`src/rtl/ysyx_22040386_muldiv_iter.sv`:
```
// Iterative RV64M multiply/divide unit: radix-2 shift-add multiplier, restoring divider.
// Optional MULDIV_EARLY_OUT_EN: MUL stops once the remaining multiplier bits are all zero.
module ysyx_22040386_muldiv_iter #(
   parameter int unsigned XLEN  = 64,
   parameter int unsigned CNT_W = 7
) (
   input  logic            clk,
   input  logic            rst,
   input  logic            in_valid,
   output logic            in_ready,
   input  logic [2:0]      op,
   input  logic            word_op,
   input  logic [XLEN-1:0] src1,
   input  logic [XLEN-1:0] src2,
   input  logic            flush,
   output logic            out_valid,
   input  logic            out_ready,
   output logic [XLEN-1:0] result,
   output logic            busy
);
   localparam int unsigned H = XLEN / 2;

   typedef enum logic [1:0] {StIdle, StMul, StDiv, StDone} state_e;

   function automatic logic [XLEN-1:0] sext_h(input logic [H-1:0] v);
      return {{H{v[H-1]}}, v};
   endfunction

   function automatic logic [XLEN-1:0] zext_h(input logic [H-1:0] v);
      return {{H{1'b0}}, v};
   endfunction

   state_e            state_q, state_d;
   logic [2:0]        op_q, op_d;
   logic              word_q, word_d;
   logic              neg_res_q, neg_res_d;
   logic              neg_rem_q, neg_rem_d;
   logic [CNT_W-1:0]  cnt_q, cnt_d;
   logic [2*XLEN-1:0] acc_q, acc_d;       // product, or {remainder, quotient}
   logic [XLEN-1:0]   opb_q, opb_d;       // multiplicand or divisor magnitude
   logic [XLEN-1:0]   mplier_q, mplier_d;
   logic [XLEN-1:0]   result_q, result_d;

   // Accept-time operand decode
   logic [2:0]        a_op;
   logic              a_s1, a_s2, a_neg1, a_neg2, a_dz, a_ovf;
   logic [XLEN-1:0]   a_x, a_y, a_mag1, a_mag2, a_min, a_dvd;

   always_comb begin
      a_op   = (word_op && !op[2]) ? 3'd0 : op;
      a_s1   = a_op inside {3'd1, 3'd2, 3'd4, 3'd6};
      a_s2   = a_op inside {3'd1, 3'd4, 3'd6};
      a_x    = word_op ? (a_s1 ? sext_h(src1[H-1:0]) : zext_h(src1[H-1:0])) : src1;
      a_y    = word_op ? (a_s2 ? sext_h(src2[H-1:0]) : zext_h(src2[H-1:0])) : src2;
      a_neg1 = a_s1 && a_x[XLEN-1];
      a_neg2 = a_s2 && a_y[XLEN-1];
      a_mag1 = a_neg1 ? -a_x : a_x;
      a_mag2 = a_neg2 ? -a_y : a_y;
      a_min  = word_op ? sext_h({1'b1, {(H-1){1'b0}}}) : {1'b1, {(XLEN-1){1'b0}}};
      a_dz   = a_op[2] && (a_y == '0);
      a_ovf  = a_op[2] && a_s2 && (a_x == a_min) && (a_y == '1);
      // Left-align the dividend so the first quotient bit is always acc[XLEN-1]
      a_dvd  = word_op ? {a_mag1[H-1:0], {H{1'b0}}} : a_mag1;
   end

   // Iteration datapath
   logic [CNT_W-1:0]  n_cur;
   logic              last, mul_fin, div_ge;
   logic [XLEN:0]     mul_sum, div_rs, div_diff;
   logic [2*XLEN-1:0] mul_step, mul_prod, mul_sgn;
   logic [XLEN-1:0]   mul_res, div_rem, div_quo, div_val, div_sgn, div_res;

   always_comb begin
      n_cur    = word_q ? CNT_W'(H) : CNT_W'(XLEN);
      last     = (cnt_q == n_cur - CNT_W'(1));
      mul_sum  = {1'b0, acc_q[2*XLEN-1:XLEN]} + {1'b0, opb_q & {XLEN{mplier_q[0]}}};
      mul_step = {mul_sum, acc_q[XLEN-1:1]};
`ifdef MULDIV_EARLY_OUT_EN
      mul_fin  = last || (mplier_q[XLEN-1:1] == '0);
      mul_prod = mul_step >> (n_cur - cnt_q - CNT_W'(1));
`else
      mul_fin  = last;
      mul_prod = mul_step;
`endif
      // A word product lands H bits up, since only N of the XLEN right shifts happen
      mul_sgn  = neg_res_q ? -mul_prod : mul_prod;
      if (word_q) begin
         mul_res = sext_h(mul_sgn[H +: H]);
      end else if (op_q == 3'd0) begin
         mul_res = mul_sgn[XLEN-1:0];
      end else begin
         mul_res = mul_sgn[2*XLEN-1:XLEN];
      end

      div_rs   = {acc_q[2*XLEN-1:XLEN], acc_q[XLEN-1]};
      div_diff = div_rs - {1'b0, opb_q};
      div_ge   = !div_diff[XLEN];
      div_rem  = div_ge ? div_diff[XLEN-1:0] : div_rs[XLEN-1:0];
      div_quo  = {acc_q[XLEN-2:0], div_ge};
      div_val  = op_q[1] ? div_rem : div_quo;
      div_sgn  = (op_q[1] ? neg_rem_q : neg_res_q) ? -div_val : div_val;
      div_res  = word_q ? sext_h(div_sgn[H-1:0]) : div_sgn;
   end

   always_comb begin
      state_d   = state_q;
      op_d      = op_q;
      word_d    = word_q;
      neg_res_d = neg_res_q;
      neg_rem_d = neg_rem_q;
      cnt_d     = cnt_q;
      acc_d     = acc_q;
      opb_d     = opb_q;
      mplier_d  = mplier_q;
      result_d  = result_q;
      unique case (state_q)
         StIdle: begin
            if (in_valid) begin
               op_d      = a_op;
               word_d    = word_op;
               neg_res_d = a_neg1 ^ a_neg2;
               neg_rem_d = a_neg1;
               cnt_d     = '0;
               opb_d     = a_op[2] ? a_mag2 : a_mag1;
               mplier_d  = a_mag2;
               acc_d     = a_op[2] ? {{XLEN{1'b0}}, a_dvd} : '0;
               if (a_dz) begin
                  result_d = a_op[1] ? (word_op ? sext_h(src1[H-1:0]) : src1) : '1;
                  state_d  = StDone;
               end else if (a_ovf) begin
                  result_d = a_op[1] ? '0 : a_x;
                  state_d  = StDone;
               end else begin
                  state_d = a_op[2] ? StDiv : StMul;
               end
            end
         end
         StMul: begin
            acc_d    = mul_step;
            mplier_d = mplier_q >> 1;
            cnt_d    = cnt_q + CNT_W'(1);
            if (mul_fin) begin
               result_d = mul_res;
               state_d  = StDone;
            end
         end
         StDiv: begin
            acc_d = {div_rem, div_quo};
            cnt_d = cnt_q + CNT_W'(1);
            if (last) begin
               result_d = div_res;
               state_d  = StDone;
            end
         end
         StDone: begin
            if (out_ready) state_d = StIdle;
         end
         default: state_d = StIdle;
      endcase
      if (flush) begin
         state_d  = StIdle;
         result_d = result_q;
      end
   end

   always_ff @(posedge clk or posedge rst) begin
      if (rst) begin
         state_q   <= StIdle;
         op_q      <= '0;
         word_q    <= 1'b0;
         neg_res_q <= 1'b0;
         neg_rem_q <= 1'b0;
         cnt_q     <= '0;
         acc_q     <= '0;
         opb_q     <= '0;
         mplier_q  <= '0;
         result_q  <= '0;
      end else begin
         state_q   <= state_d;
         op_q      <= op_d;
         word_q    <= word_d;
         neg_res_q <= neg_res_d;
         neg_rem_q <= neg_rem_d;
         cnt_q     <= cnt_d;
         acc_q     <= acc_d;
         opb_q     <= opb_d;
         mplier_q  <= mplier_d;
         result_q  <= result_d;
      end
   end

   assign in_ready  = (state_q == StIdle);
   assign busy      = (state_q != StIdle);
   assign out_valid = (state_q == StDone);
   assign result    = result_q;

endmodule

```
`config.mk`:
```
export PLATFORM = sky130hd
export DESIGN_NAME = ysyx_22040386_muldiv_iter
export DESIGN_NICKNAME = d
export VERILOG_FILES = /design/src/rtl/ysyx_22040386_muldiv_iter.sv
export SDC_FILE = /design/constraint.sdc
export NUM_CORES = 2
export LEC_CHECK = 0
export BUFFER_PORTS_ARGS = -buffer_cell sky130_fd_sc_hd__buf_2
export CORE_UTILIZATION = 50
export DETAILED_ROUTE_END_ITERATION = 8
export PLACE_DENSITY = 0.75
export SKIP_CTS_REPAIR_TIMING = 1
export SYNTH_ARGS = -nofsm -noshare
export SYNTH_HDL_FRONTEND = slang
export SYNTH_SLANG_ARGS = --single-unit
```
`constraint.sdc`:
```
create_clock -name clk -period 11.85 [get_ports clk]
set_clock_uncertainty 0.05 [all_clocks]
set_input_delay 2.37 -clock clk [delete_from_list [all_inputs] [get_ports clk]]
set_output_delay 2.37 -clock clk [all_outputs]
set_load 0.01 [all_outputs]
```
# Word-level counts from Yosys, hierarchy flattened
# Index checks and enable logic that the tools add are counted.
# Widths: inputs -> output; s select.
# classes
addsub	8
multipliers	0
n_div	0
n_lt_le_gt_ge	0
n_eq_ne	17
n_shift	0
muxes	43
n_bitwise	3
reduce_logical	25
# op_table
cell	n
$mux 64	24
$pmux 128 s3	1
$mux 128	2
$neg 64->64	3
$pmux 64 s3	1
$neg 128->128	1
$pmux 64 s2	1
$add 64x64->65	1
$sub 65x64->65	1
$and 64x64->64	1
$eq 64x64->1	1
$eq 64x64->1 const B	1
$logic_not 64->1	1
$mux 63	1
$mux 2	7
$mux 7	2
$pmux 7 s2	1
$reduce_and 2->1	4
$add 7x1->7 const B	1
$eq 7x7->1	1
$logic_and 1x1->1	7
$sub 7x1->7 const B	1
$eq 3x3->1 const B	2
$ne 2x2->1 const B	3
20 further kinds	27
# totals
reg_bits	335
latchBits	0
mem_bits_rw	0
mem_bits_ro	0
in_bits	137
output_inout_bits	67
word_cells	106
mem_count	0

# Longest topological paths before layout
# depth
ltp_word	15
depth_mapped	24
mapped_depth_nobuf	21

# Worst setup path before layout
# Ideal clock, no wire load.
# synth_path
kind	in2reg
from	input port src1[0]
to	register acc_q[58]
setup_ns	0.090
arrival_time_ns	6.350
required_time_ns	11.710
path_slack_ns	5.360
stages	18
n_path_buf	1
path_cell_list	inv_1 > ha_1 > or3b_2 > nor4_1 > nand3_1 > or4_1 > buf_2 > or4_1 > o21bai_1 > or3_1 > nor3_2 > nand3_1 > nor3_2 > a21oi_1 > mux2_2 > o21ai_2 > a21oi_1 > o221ai_1
# synth_via
elab_chain_cells	8
# synth_lines
item	line_no	rtl
from (decl)	13	input logic [XLEN-1:0] src1,
$mux 64	53	a_x = word_op ? (a_s1 ? sext_h(src1[H-1:0]) : zext_h(src1[H-1:0])) : src1;
$mux 64 (*)	53	
$neg 64->64 (*)	57	a_mag1 = a_neg1 ? -a_x : a_x;
$mux 64 (*)	57	
$mux 64 (*)	63	a_dvd = word_op ? {a_mag1[H-1:0], {H{1'b0}}} : a_mag1;
$mux 64 (*)	126	acc_d = a_op[2] ? {{XLEN{1'b0}}, a_dvd} : '0;
$mux 128 (*)	118	if (in_valid) begin
$pmux 128 s3 (*)	116	unique case (state_q)
to (signal assigned)	174	acc_q <= '0;
to (signal assigned)	185	acc_q <= acc_d;
to (decl)	39	logic [2*XLEN-1:0] acc_q, acc_d;
# Every way passes the cells marked *; elsewhere a longest branch is shown, timed or not. The select of a mux whose other input is x is not followed.
# A chain may end at the register's enable or synchronous reset.

# Worst setup path after layout
# layout_path
from	input port word_op
to	register acc_q[61]
# layout_via
elab_chain_cells	12
elab_cells_between_ends	16
classes_between	add/sub: 1; eq/ne: 4; mux: 8; reduce/logical: 3
# layout_lines
item	line_no	rtl
from (decl)	12	input logic word_op,
$logic_and 1x1->1	50	a_op = (word_op && !op[2]) ? 3'd0 : op;
$mux 3	50	
$eq 3x1->1 (tied with other cells)	51	a_s1 = a_op inside {3'd1, 3'd2, 3'd4, 3'd6};
$reduce_bool 4->1	51	
$mux 64 (2 in a row)	53	
$neg 64->64 or $logic_and 1x1->1 (tied branches)	57, 55	
$mux 64	57	
$mux 64	63	
$mux 64 (*)	126	
$mux 128 (*)	118	
$pmux 128 s3 (*)	116	
# Marks and branches as above.

==> results.sh <==
export IMPL_place_inst=6162
export IMPL_synth_most_common_cell="nand2_1"
export IMPL_synth_top_area_share_pct=22.12
export IMPL_cts_root_buf="clkbuf_16"
export IMPL_seq_area_frac_synth_pct=22.12
export IMPL_crit_family="simple AND/OR/NAND/NOR gates"
export IMPL_clock_latency_ps=620
export IMPL_synth_edf_count=0
export IMPL_vdd_drop_max_uv=203.6
export IMPL_worst_path_max_fanout=37
export IMPL_h_tree_depth=2
export IMPL_setup_viol=0
export IMPL_via_per_inst=7.056
export IMPL_worst_path_buf_inv=3
export IMPL_cp_arrival_ps=8040
export IMPL_yosys_warnings=0
export IMPL_grt_overflow_total=0
export IMPL_design_die_area_sq_mm=0.07690
export IMPL_drive_above_1_share_pct=8.810
export IMPL_post_route_min_period_ps=7595
export IMPL_wl_mm=176.4
export IMPL_detailed_place_hpwl_mm=135.3
export IMPL_drc_errors=0
export IMPL_path_clk_slew_ps=60
export IMPL_yosysTopAreaCell="dfrtp_1"
export IMPL_place_congestion=1.099
export IMPL_drt_iter0_markers=6899
export IMPL_dieHeight_microns=277.3
export IMPL_synth_top_cells_by_count="689 x nand2_1, 517 x a21oi_1, 477 x nor2_1"
export IMPL_wl_per_cell_microns=28.27
export IMPL_synth_ff_type="dfrtp_1"
export IMPL_fmax_mhz=131.7
export IMPL_path_cells="buf_2 -> clkinv_1 -> buf_4 -> nand2_1 -> nand2_1 -> or3b_2 -> nor4_1 -> o21ai_0 -> o21bai_1 -> nor3_1 -> nor3b_1 -> a21oi_1 -> xnor2_1 -> a21oi_1 -> a221o_1"
export IMPL_die_x_microns=277.3
export IMPL_grtUsageTotal_pct=44.12
export IMPL_synth_avg_cell_area_sq_um=7.103
export IMPL_endpoint_kind="register"
export IMPL_ys_ff_latch=335
export IMPL_clockBufferDepth=3
export IMPL_hold_path_class="reg -> reg"
export IMPL_antenna_found_initial=11
export IMPL_rsz0062_at_grt="false"
export IMPL_dr_pass1_iters=9
export IMPL_syn_area_sq_mm=0.03790
export IMPL_cap_violations=0
export IMPL_finalSetupTns_ps=0
export IMPL_syn_nets=5614
export IMPL_fin_cells=6239
export IMPL_critPathLaunchType="input pin"
export IMPL_ios=204
export IMPL_vias=44020
export IMPL_rows=100
export IMPL_clock_sinks=335
export IMPL_grt_max_degree=110
export IMPL_start_util_pct=50.73
export IMPL_detail_route_antenna_nets=0
export IMPL_post_route_util_pct=54.20
export IMPL_synth_area_top_cells="dfrtp_1 22%, a21oi_1 6.8%, nand2_1 6.8%"
export IMPL_status="complete, no violations"
export IMPL_hold_violations=0
export IMPL_numCtsBuffers=40
export IMPL_maxSlewViolCount=0
export IMPL_synthArstFlopShare_pct=100.0
export IMPL_port_buffers=203
export IMPL_worst_path_largest_cell_delay_ps=860
export IMPL_core_area_sq_mm=0.07470
export IMPL_power_density_mw_per_mm2=258.1
export IMPL_path_class="in -> reg"
export IMPL_n_fill_cell=7274
export IMPL_worst_slew_pin_slew_ps=1238
export IMPL_relSlewSlack_pct=16.98
export IMPL_syn_inst=5335
export IMPL_finalCritPeriodShare_pct=64.10
export IMPL_power_leakage_nw=17.13
export IMPL_first_global_vias=39360
export IMPL_grt_pass1_wl_mm=257.7
export IMPL_cp_slowest_cell="clkinv_1"
export IMPL_finalNetCount=5514
export IMPL_critPathRequiredTime_ps=12300
export IMPL_synth_distinct_cells=114
export IMPL_syn2layout_area_growth_pct=6.831
export IMPL_cts_tree="yes"
## cells by family after synthesis
family,Yosys count,synth area share [%]
and+or+nand+nor,1910,23.90
muxes,116,3.127
xor gates and xnor gates,316,7.303
DFF,335,22.12
adders and majority gates,143,4.755
AOI/OAI and AO/OA,1920,32.64
buffers and inverters,595,6.148
## tightest hold or removal path, stage by stage (launching register included)
cell,delay [ps]
dfrtp_1,350
nand2_1,50
o31ai_1,50
## report_power, final
part           switching [W]  internal [W]
combinational        0.00488       0.00207
clock               0.000573      0.000740
sequential          0.000647       0.00154
## placed cells by master, fill, tap and decap left out, drive strengths merged, types with 49 or more instances in the layout
cell | netlist | routed
clkbuf | 322 | 57
ha | 140 | 140
a31oi | 101 | 101
xnor2 | 194 | 194
nor3 | 154 | 154
inv | 181 | 179
o31ai | 98 | 98
and2 | 88 | 88
a21o | 75 | 75
xor2 | 122 | 122
buf | 90 | 270
nor2 | 479 | 479
a22oi | 90 | 90
a21oi | 523 | 523
o21ai | 497 | 497
nand4 | 84 | 84
nand2 | 689 | 689
nand3 | 117 | 117
nor4 | 49 | 49
dfrtp | 335 | 335
a211oi | 67 | 67
mux2i | 97 | 97
## state kept, by name, summed over array words and instances (netlist names)
signal,cells
state_q,2
neg_res_q,1
neg_rem_q,1
op_q,3
cnt_q,7
acc_q,128
mplier_q,64
result,64
opb_q,64
word_q,1
## area by class of cell
cell class	instances	area (sq um)	area share, %
Multi-Input combinational cell	4405	27300	67.44
Sequential cell	335	8392	20.73
Timing Repair Buffer	270	1519	3.752
Tap cell	969	1212	2.995
Clock buffer	57	1176	2.905
Inverter	183	695.7	1.718
Clock inverter	17	180.2	0.4450
Antenna cell	3	7.507	0.01854
## layer usage
metal  vias up  track usage (%)  share of wire [%]
li1      19430                -                  -
met4         8            24.69                6.7
met2      3274            60.55                 39
met5         -                0              0.031
met1     20790            59.16                 39
met3       527            16.15                 16
## through the flow
stage	area [sq um]	setup slack, ps	hold slack (ps)	power (W)
after global placement	39120	4057	411.3	0.008623
after detailed placement	39120	3929	410.4	0.008680
after global routing	40480	4039	451.3	0.01084
final	40480	4255	430.2	0.01045
after CTS	40480	4562	433.5	0.01002
after floorplan	37900	148.5	399.2	0.006420
## final timing paths
| kind | cells past startpoint | startpoint | endpoint | slack (ps) |
|---|---|---|---|---|
| hold / removal | 2 | result[14] | result[14] | 430 |
| setup reg to reg | 17 | opb_q[49] | result[41] | 4400 |
| max in group asynchronous | 4 | rst | acc_q[116] | 7890 |
| setup / recovery | 15 | word_op | acc_q[61] | 4250 |
| min in group asynchronous | 2 | rst | mplier_q[5] | 1820 |
| hold reg to reg | 2 | result[14] | result[14] | 430 |
Note: power is estimated with default switching activity, not from simulation.
